--- src/rtl/sincos_angle_cordic.sv ---
// Iterative CORDIC vectoring: recovers the angle (1024 units per turn) of a signed 5-bit sine/cosine pair.
// Optional feature: define SINCOS_MAG_OUT_EN to add the unscaled magnitude output port mag.
module sincos_angle_cordic #(
    parameter int unsigned ITERS = 10,
    parameter int unsigned FRAC  = 3
) (
    input  logic       clk,
    input  logic       areset,
    input  logic [4:0] s,
    input  logic [4:0] c,
    input  logic       in_valid,
    output logic       in_ready,
    output logic [9:0] a,
    output logic       out_valid,
    input  logic       out_ready
`ifdef SINCOS_MAG_OUT_EN
    ,
    output logic [6:0] mag
`endif
);

    localparam int unsigned IW = 5;
    localparam int unsigned DW = IW + FRAC + 2;
    localparam int unsigned AW = 10;
    localparam int unsigned CW = (ITERS > 1) ? $clog2(ITERS) : 1;
`ifdef SINCOS_MAG_OUT_EN
    localparam int unsigned MW = 7;
`endif

    typedef enum logic [1:0] {
        IDLE   = 2'd0,
        FOLD   = 2'd1,
        ROTATE = 2'd2,
        DONE   = 2'd3
    } state_t;

    state_t                state_q, state_d;
    logic signed [DW-1:0]  x_q, x_d, y_q, y_d;
    logic signed [DW-1:0]  x_sh, y_sh, x_in, y_in;
    logic        [AW-1:0]  z_q, z_d, a_q, a_d, step;
    logic        [CW-1:0]  it_q, it_d;
    logic signed [IW-1:0]  s_q, s_d, c_q, c_d;
    logic                  zero_q, zero_d;
    logic                  in_ready_q, in_ready_d;
    logic                  out_valid_q, out_valid_d;
`ifdef SINCOS_MAG_OUT_EN
    logic        [MW-1:0]  mag_q, mag_d;
`endif

    // atan(2^-i) in angle units, rounded to nearest
    function automatic logic [AW-1:0] atan_lut(input logic [CW-1:0] i);
        case (int'(i))
            0:       return AW'(128);
            1:       return AW'(76);
            2:       return AW'(40);
            3:       return AW'(20);
            4:       return AW'(10);
            5:       return AW'(5);
            6:       return AW'(3);
            7:       return AW'(1);
            8:       return AW'(1);
            default: return AW'(0);
        endcase
    endfunction

    always_comb begin
        state_d  = state_q;
        x_d      = x_q;
        y_d      = y_q;
        z_d      = z_q;
        a_d      = a_q;
        it_d     = it_q;
        s_d      = s_q;
        c_d      = c_q;
        zero_d   = zero_q;
`ifdef SINCOS_MAG_OUT_EN
        mag_d    = mag_q;
`endif
        x_sh     = x_q >>> it_q;
        y_sh     = y_q >>> it_q;
        x_in     = DW'(c_q) <<< FRAC;
        y_in     = DW'(s_q) <<< FRAC;
        step     = atan_lut(it_q);

        case (state_q)
            IDLE: begin
                if (in_valid) begin
                    s_d     = s;
                    c_d     = c;
                    zero_d  = (s == '0) && (c == '0);
                    state_d = FOLD;
                end
            end
            FOLD: begin
                // Left half-plane vectors are rotated by half a turn first
                if (c_q[IW-1]) begin
                    x_d = -x_in;
                    y_d = -y_in;
                    z_d = AW'(512);
                end else begin
                    x_d = x_in;
                    y_d = y_in;
                    z_d = '0;
                end
                it_d    = '0;
                state_d = ROTATE;
            end
            ROTATE: begin
                if (!y_q[DW-1]) begin
                    x_d = x_q + y_sh;
                    y_d = y_q - x_sh;
                    z_d = z_q + step;
                end else begin
                    x_d = x_q - y_sh;
                    y_d = y_q + x_sh;
                    z_d = z_q - step;
                end
                if (it_q == CW'(ITERS - 1)) begin
                    state_d = DONE;
                    // A zero vector has no angle; report 0 instead of the accumulated LUT sum
                    a_d     = zero_q ? '0 : z_d;
`ifdef SINCOS_MAG_OUT_EN
                    mag_d   = MW'(x_d >>> FRAC);
`endif
                end else begin
                    it_d = it_q + CW'(1);
                end
            end
            DONE: begin
                if (out_ready) begin
                    state_d = IDLE;
                end
            end
            default: state_d = IDLE;
        endcase

        in_ready_d  = (state_d == IDLE);
        out_valid_d = (state_d == DONE);
    end

    always_ff @(posedge clk or posedge areset) begin
        if (areset) begin
            state_q     <= IDLE;
            x_q         <= '0;
            y_q         <= '0;
            z_q         <= '0;
            a_q         <= '0;
            it_q        <= '0;
            s_q         <= '0;
            c_q         <= '0;
            zero_q      <= 1'b0;
            in_ready_q  <= 1'b1;
            out_valid_q <= 1'b0;
`ifdef SINCOS_MAG_OUT_EN
            mag_q       <= '0;
`endif
        end else begin
            state_q     <= state_d;
            x_q         <= x_d;
            y_q         <= y_d;
            z_q         <= z_d;
            a_q         <= a_d;
            it_q        <= it_d;
            s_q         <= s_d;
            c_q         <= c_d;
            zero_q      <= zero_d;
            in_ready_q  <= in_ready_d;
            out_valid_q <= out_valid_d;
`ifdef SINCOS_MAG_OUT_EN
            mag_q       <= mag_d;
`endif
        end
    end

    assign in_ready  = in_ready_q;
    assign out_valid = out_valid_q;
    assign a         = a_q;
`ifdef SINCOS_MAG_OUT_EN
    assign mag       = mag_q;
`endif

endmodule
--- config.mk ---
export PLATFORM = sky130hd
export DESIGN_NAME = sincos_angle_cordic
export DESIGN_NICKNAME = d
export VERILOG_FILES = /design/src/rtl/sincos_angle_cordic.sv
export SDC_FILE = /design/constraint.sdc
export NUM_CORES = 1
export LEC_CHECK = 0
export ABC_AREA = 1
export BUFFER_PORTS_ARGS = -buffer_cell sky130_fd_sc_hd__buf_2
export CAP_MARGIN = 20
export CORE_UTILIZATION = 50
export DETAILED_ROUTE_END_ITERATION = 8
export GPL_TIMING_DRIVEN = 0
export PLACE_DENSITY = 0.68
export SYNTH_ARGS = -nofsm -noshare
export SYNTH_HDL_FRONTEND = slang
export SYNTH_SLANG_ARGS = --single-unit
--- constraint.sdc ---
create_clock -name clk -period 9.3 [get_ports clk]
set_clock_uncertainty 0.15 [all_clocks]
set_input_delay 0.465 -clock clk [delete_from_list [all_inputs] [get_ports clk]]
set_output_delay 0.465 -clock clk [all_outputs]
set_load 0.01 [all_outputs]
==> results of run 1 <==
[sequential cells by signal, indices dropped and copies added, names as in the netlist]
register	cells
a	10
c_q	5
in_ready	1
it_q	4
out_valid	1
s_q	5
state_q	2
x_q	10
y_q	10
z_q	10
zero_q	1
[how the worst max path moves through the flow]
stage	endpoint	slack, ps	depth (start not counted)
global placement	a[8]	5590	18
global route	z_q[8]	5140	18
floorplan	z_q[8]	5990	19
finish	a[8]	5420	18
detailed placement	a[8]	5510	18
CTS	a[8]	5460	18
[placed cells by master, fill, tap and decap left out, types with 9 or more instances in the layout]
| cell type | count |
|---|---|
| nand2_1 | 199 |
| inv_1 | 91 |
| nand3_1 | 60 |
| o21ai_0 | 58 |
| dfrtp_1 | 58 |
| nor2_1 | 56 |
| ha_1 | 43 |
| a21oi_1 | 40 |
| buf_2 | 29 |
| xor2_1 | 14 |
| nand3_2 | 11 |
| xnor2_1 | 10 |
| clkbuf_8 | 10 |
| nand2_2 | 9 |
[area by class of cell]
cell class / count / area, sq um / area share, %
Tap cell: 136 / 170 / 2.89
Timing Repair Buffer: 26 / 145 / 2.47
Inverter: 101 / 382 / 6.48
Clock buffer: 11 / 141 / 2.40
Buffer: 23 / 170 / 2.89
Sequential cell: 59 / 1480 / 25.1
Multi-Input combinational cell: 581 / 3300 / 56.1
Clock inverter: 5 / 100 / 1.70
[cell families (layout without fill, tap and decap cells)]
family	count (synthesis)	after routing	share of synthesized area [%]
buf+inv	124	166	10.4
xor+xnor	24	24	3.94
flops	59	59	27.7
fa+ha+maj	46	46	11.2
mux	1	1	0.211
compound gates	153	153	17.0
simple gates	357	357	29.6
[per-layer routing]
metal  GRT usage, %  part of all wire (%)  routed length [um]
met5              0                     0                   0
met4           10.2                   1.4                 207
met3           4.08                   6.6                 959
met2           44.5                    46                6700
met1           38.3                    46                6730
[critical path: cells and delay by family, from the launching register on]
family                   cells  cell delay [ps]
AND/OR/NAND/NOR              5              370
XOR/XNOR                     1              210
buffers and inverters        3              510
flip-flops                   1              450
adder cells (fa/ha/maj)      3              920
AO/OA/AOI/OAI                6             1170
[stage by stage]
stage,hold WS [ps],setup slack [ps],cell area (sq um),instances
after floorplan,305,5990,5330,764
after global placement,313,5590,5630,925
after detailed placement,310,5510,5650,926
after CTS,61.8,5460,5890,942
after global routing,94.1,5140,5890,942
final,46.4,5420,5890,942
==> metrics.txt, run 1 <==
status=finished clean; Hold Fails Final Rpt=0; total CTS buffers=9; routability cong.=0.913; Final nets=861; Syn. warnings=0; Hold Path Class=input port to asynchronous set/reset pin; drt via density=5.61; startpoint types=flip-flop; starting density of the core=51.6%; Mapped Nets=824; Post-Syn Instances=764; number of placement rows=37; CP endpoint kind=flip-flop; number of antenna diodes=0; Seq/Total Area, Yosys=27.7%; CP most frequent cell=nand2_1; IO Port Bufs=25; Critical Path Start=it_q[1]; RR Endpoint=a[8]; minimum clock period=3880 ps; RSZ-0062 raised after global routing=no; Reg2Reg Setup Slack=5420 ps; Synth area leaders=dfrtp_1 27%, nand2_1 14%, ha_1 10%, inv_1 6.5%, nand3_1 5.6%; die span in x=between 100 and 150 um; first-pass GRT wire length=between 20000 and 25000 um; gr usage total=about 28%; fmax=0.258 GHz; CTS tree=done; total wire length=14600 um; WL per Instance=15.5 um; pin count of the biggest net entering global routing=33; Crit Path Max Fanout=12; Slew HR=57.8%; Max Slew Vio Count=0; Detailed Routing Iterations Pass 1=5; mapped cell area=5330 sq um; worst reg-to-reg path cell count=18; crit share post-route=41.7%; antenna violations before repair=0; Worst Max-Slew Pin Slew=632 ps; layout cells sized above 1=12.9%; clock-pin slew on the worst setup and hold paths=70 ps; Post-DP HPWL=roughly 11000 um; H-tree levels=3; FF-to-FF Start=it_q[1]; Setup CP Type=flip-flop to flip-flop; # fillers=1007; post-synth top area share=27.2%; clk sinks=59; final core occ=57.0%; Post-CTS Hold Buffers=0; CTS root buffer=clkbuf_8; setup TNS=0 ps; setup violators final=0; Max-Cap Viols=0; CP peak stage delay=between 400 and 500 ps; DIE HEIGHT=between 100 and 150 um; syn avg cell area=about 7.0 sq um; CP max stage cell=dfrtp_1; die area=11100 sq um; Post-CTS Resized=0; crit-path cells=inv_2 > buf_4 > ha_1 > nand2_1 > o21a_1 > ha_1 > o21ai_0 > inv_1 > fa_1 > o21ai_0 > a21oi_1 > o21ai_0 > nand2_1 > nand2_1 > a21oi_1 > xnor2_1 > nand2_1 > nand2_1; async set-reset flop share out of synthesis=100%; Post-CTS Setup Bufs=0; DRC=0; total grt overflow=0; Post-synth EDFFs=0; CTS Buffer Depth=2; I/O pin cnt=26; Required @ worst endpoint=9430 ps; DR iter-0 viols=390; ANT nets after route=0; ys flop type=dfrtp_1; critical path arrival=4010 ps; Synth area leader=dfrtp_1; commonest cells in the netlist=199 x nand2_1, 92 x inv_1, 60 x nand3_1, 58 x dfrtp_1, 58 x o21ai_0; most numerous cell in the Yosys netlist=nand2_1; Clock Latency Late Sink=350 ps; Netlist cell types=52; vias in the first global route=5089; FF+latch count, synth=between 50 and 60; CORE AREA=10300 sq um; Vias=approximately 5300; Area Growth Syn to Fin=10.4%
Power of run 1 is left out: the tool's default activity adds up to more than one toggle a clock period on the data nets, which glitch-free logic cannot reach.
==> inputs of run 2 (changes only) <==
clock period = 3.85 ns   (was 9.3 ns; I/O delays follow)
==> run 2 against run 1 <==
Against the previous run: routed wire length rose by 1.4%; worst setup slack got worse by 5200 ps; die area did not move; critical path type unchanged.
==> metrics.txt, run 2 (same netlist as run 1, synthesis figures left out) <==
Post-DP HPWL=between 10000 and 15000 um; Final nets=873; final core occ=between 50% and 60%; H-tree levels=3; CTS Buffer Depth=2; total wire length=14800 um; drt via density=roughly 5.6; DRC=0; minimum clock period=3610 ps; first-pass GRT wire length=approximately 24000 um; Hold WS=a little over 70 ps; CP endpoint kind=flip-flop; WL per Instance=about 16 um; DIE HEIGHT=105 um; setup violators final=0; RR Endpoint=y_q[7]; total CTS buffers=9; Crit Path Max Fanout=12; Detailed Routing Iterations Pass 1=6; critical path arrival=3730 ps; Hold Path Sink=state_q[0]; Max Slew Vio Count=0; IO Port Bufs=25; HP Start=in_valid; Max-Cap Viols=0; layout cells sized above 1=13.6%; startpoint types=flip-flop; Hold Fails Final Rpt=0; number of placement rows=37; Required @ worst endpoint=between 3000 and 4000 ps; die area=11100 sq um; commonest cells after routing, fill and taps aside=199 x nand2_1, 91 x inv_1, 60 x nand3_1; crit share post-route=93.8%; Vias=roughly 5300; pin count of the biggest net entering global routing=33; antenna violations before repair=0; setup TNS=0 ps; Slew HR=57.3%; I/O pin cnt=26; gr usage total=28.1%; clk sinks=59; total grt overflow=0; Setup CP Type=flip-flop to flip-flop; number of cells on the worst hold path=3; commonest non-fill, non-tap cell in the layout=nand2_1; Final Non-Filler Cells=954; Area Growth Syn to Fin=13.5%; fmax=0.277 GHz; Clock Latency Late Sink=350 ps; die span in x=105 um; ANT nets after route=0; vias in the first global route=5133; Hold Path Class=input port to flip-flop; routability cong.=0.913; number of antenna diodes=0; Worst Max-Slew Pin Slew=roughly 640 ps; CORE AREA=10300 sq um; worst reg-to-reg path cell count=23; starting density of the core=51.6%; CTS root buffer=clkbuf_8; clock-pin slew on the worst setup and hold paths=70 ps; status=finished clean; FF-to-FF Start=it_q[0]; Reg2Reg Setup Slack=240 ps; placed insts=926; DR iter-0 viols=393; CTS tree=done
-- run 2: cell count changes in the layout (fill, tap and decap cells not counted), sizes merged --
cell | before | now
dlygate4sd3 | 0 | 11
buf | 42 | 43
-- run 2: stage by stage --
stage	setup slack, ps	area, sq um
6_report	238	6050
4_1_cts	11.0	6000
3_5_place_dp	60.9	5650
2_1_floorplan	542	5330
5_1_grt	-9.75	6050
3_3_place_gp	144	5630
-- run 2: worst max-delay path, stage by stage (launching register included) --
cell and delay, ps:
dfrtp_1 390, buf_6 150, inv_4 100, buf_8 150, nand2_1 70, nand3_1 80, nand3_1 130, inv_1 100
nor2_2 50, ha_1 210, nand3_1 110, nand2_1 100, xnor2_2 220, inv_1 90, ha_1 320, nand2_1 100
a21oi_1 60, a211oi_2 240, nor2_1 80, o21ai_1 140, nand2_1 90, a21oi_1 130, o21ai_0 120, a21oi_1 130
-- run 2: how the worst max path moves through the flow --
stage	startpoint	endpoint	slack, ps	cells after the start
CTS	it_q[1]	a[8]	10	18
floorplan	it_q[0]	z_q[8]	540	19
global placement	it_q[1]	a[8]	140	18
global route	it_q[0]	y_q[7]	-10	23
finish	it_q[0]	y_q[7]	240	23
detailed placement	it_q[1]	a[8]	60	18
-- run 2: cell type report --
cell class                 instances  area [sq um]
clock buffer                      11           141
tap                              136           170
timing repair buffer              38           263
sequential                        59          1480
clock inverter                     5           100
fill                             992          4280
buffer                            23           174
multi-input combinational        581          3340
inverter                         101           384
-- run 2: per-layer routing --
metal | global-route usage (%) | share of wire (%)
met2 | 45.3 | 46
met3 | 4.08 | 7.3
met4 | 10.2 | 1.9
met5 | 0 | 0
met1 | 38.2 | 45
-- run 2: what timing repair did --
item | CTS | global route
gates resized for setup | 0 | 18
hold buffers | 11 | 0
setup endpoints to repair | 0 | 12
hold endpoints to repair | 37 | 0
setup buffers | 0 | 1
Power of run 2 is left out for the same reason.
==> inputs of run 3 (changes only) <==
ABC_AREA = not set   (was 1)
CELL_PAD_IN_SITES_DETAIL_PLACEMENT = 1   (was not set)
CELL_PAD_IN_SITES_GLOBAL_PLACEMENT = 1   (was not set)
CORE_UTILIZATION = 49   (was 50)
PLACE_DENSITY = 0.83   (was 0.68)
==> run 3 against run 2 <==
Against the previous run: the run now ends with negative setup slack left; maximum frequency down 19%; die area up 1.5%; routed wire length up 79%; cell area up 16%; sequential cell count unchanged.
==> metrics.txt, run 3 <==
area of the multi-input gates=4050 sq um; Detailed Routing Iterations Pass 1=5; starting density of the core=50.9%; Reg2Reg Setup Slack=-620 ps; total CTS buffers=9; Hold Path Class=input port to asynchronous set/reset pin; pin count of the biggest net entering global routing=42; CP max stage cell=nor2_2; CTS root buffer=clkbuf_8; crit-path cells=buf_4 > nor2_2 > nand3_2 > nand3_2 > or3_4 > inv_4 > ha_4 > nor2_1 > a21oi_2 > ha_1 > a21oi_2 > o211ai_1 > buf_4 > nor4_4 > o41ai_4 > buf_4 > or3_1 > a21boi_1 > o32a_1; status=complete, but fails checks; die area=11200 sq um; ys flop type=dfrtp_1; Required @ worst endpoint=~4000 ps; CP endpoint kind=flip-flop; IO Port Bufs=25; Worst Max-Slew Pin Slew=914 ps; Final nets=roughly 760; Synth area leader=dfrtp_1; Post-DP HPWL=12700 um; Vias=about 6000; Reg area=approximately 1500 sq um; WL per Instance=between 30 and 40 um; mapped cell area=5310 sq um; CP peak stage delay=approximately 560 ps; CTS tree=done; setup violators final=19; number of placement rows=37; DRC=0; ANT nets after route=0; Post-synth EDFFs=0; Mapped Nets=658; failing checks=negative setup slack; most numerous cell in the Yosys netlist=dfrtp_1; Hold WS=~240 ps; Crit Path Max Fanout=10; RR Endpoint=y_q[9]; I/O pin cnt=26; Setup CP Type=flip-flop to flip-flop; Synth area leaders=dfrtp_1 27%, ha_1 10%, a21oi_1 5.1%, mux2_2 4.2%, nor2_1 3.8%; worst reg-to-reg path cell count=19; routability cong.=a little over 0.9; first-pass GRT wire length=30600 um; critical path arrival=approximately 4600 ps; number of antenna diodes=0; clk sinks=just under 60; H-tree levels=3; clock-pin slew on the worst setup and hold paths=~90 ps; startpoint types=flip-flop; Clock Latency Late Sink=380 ps; die span in x=about 110 um; commonest cells after routing, fill and taps aside=58 x dfrtp_1, 50 x buf_4, 44 x nor2_1; FF+latch count, synth=59; DR iter-0 viols=~550; Post-Syn Instances=598; total wire length=26500 um; FF-to-FF Start=it_q[2]; Hold Fails Final Rpt=0; WP buf/inv=4; minimum clock period=between 4000 and 5000 ps; Netlist cell types=between 70 and 80; CORE AREA=10400 sq um; Max-Cap Viols=0; antenna violations before repair=0; Max Slew Vio Count=0; pre-CTS setup slack=-802 ps; crit share post-route=116%; commonest cells in the netlist=58 x dfrtp_1, 54 x a21oi_1, 54 x nor2_1, 43 x ha_1, 38 x inv_1; total grt overflow=0; RSZ-0062 raised after global routing=yes; post-synth top area share=27.4%; Area Growth Syn to Fin=31.8%; Seq/Total Area, Yosys=between 20% and 30%; drt via density=7.13; vias in the first global route=5694; CP most frequent cell=buf_4; async set-reset flop share out of synthesis=100%; Slew HR=39.0%; syn avg cell area=8.87 sq um; fmax=0.224 GHz; Syn. warnings=0; layout cells sized above 1=33.7%; DIE HEIGHT=106 um; Top Family by Delay on Critical Path=simple AND/OR/NAND/NOR gates; commonest non-fill, non-tap cell in the layout=dfrtp_1; worst setup margin=-618 ps; # fillers=~1200; gr usage total=a little over a third; CTS Buffer Depth=2
==> run 3: cell types whose count changed after synthesis, moves of 9 or more <==
| cell | before | now |
|---|---|---|
| nand2_1 | 199 | 33 |
| inv_1 | 92 | 38 |
| nand3_1 | 60 | 11 |
| o21ai_0 | 58 | 29 |
| mux2_2 | 1 | 20 |
| mux2i_1 | 0 | 19 |
| a21oi_1 | 40 | 54 |
| a22o_1 | 0 | 14 |
| nor2b_1 | 0 | 14 |
| clkbuf_1 | 7 | 18 |
| xnor2_1 | 10 | 21 |
| nand3_2 | 11 | 1 |
| a21o_1 | 1 | 10 |
| nand2_2 | 9 | 0 |
==> run 3: cells by family (layout without fill, tap and decap cells) <==
family,count (synthesis),after routing,share of synthesized area (%)
compound gates,174,174,21.6
xor+xnor,39,39,6.44
fa+ha+maj,46,46,11.3
buf+inv,72,180,6.16
flops,59,59,27.9
mux,48,48,11.4
simple gates,160,160,15.3
==> run 3: how the worst max path moves through the flow <==
| stage | startpoint | end | cells after the start |
|---|---|---|---|
| 6_report | it_q[2] | y_q[9] | 19 |
| 5_1_grt | it_q[2] | y_q[9] | 19 |
| 4_1_cts | it_q[0] | y_q[9] | 17 |
| 3_5_place_dp | it_q[3] | y_q[9] | 18 |
| 3_3_place_gp | it_q[3] | y_q[9] | 18 |
| 2_1_floorplan | it_q[0] | y_q[9] | 20 |
==> run 3: routing by layer <==
metal | GRT usage, % | routed length (um) | share of wire, %
met1 | 45.4 | 9550 | 36
met3 | 6.01 | 2430 | 9.2
met5 | 0 | 0 | 0
met2 | 60.0 | 12300 | 46
met4 | 14.7 | 2200 | 8.3
==> run 3: tightest hold or removal path, delay by kind of cell <==
kind                   cells  cell delay, ps
buffers and inverters      3            1030
==> run 3: cell type report <==
cell class                      count  share of cell area, %
Buffer                             32                   3.13
Clock buffer                       10                   1.83
Clock inverter                      5                   1.13
Inverter                           40                   2.33
Multi-Input combinational cell    467                   57.9
Sequential cell                    59                   21.1
Tap cell                          136                   2.43
Timing Repair Buffer               93                   10.1
==> run 3: stage by stage <==
step	TNS (ps)	util [%]	area, sq um	std cells
2_1_floorplan	0	-	5310	598
6_report	-5330	67.1	6990	842
3_5_place_dp	-4710	54.0	5620	760
5_1_grt	-7140	67.1	6990	842
3_3_place_gp	-2020	53.8	5600	759
4_1_cts	-1110	60.8	6340	811
==> run 3: timing repair <==
action / in CTS / in global routing
resized for setup: 54 / 88
hold buffers: 12 / 0
setup buffers: 24 / 32
pin swaps: 25 / 61
hold endpoints to repair: 30 / 0
setup endpoints to repair: 21 / 20
Power of run 3 is left out for the same reason.
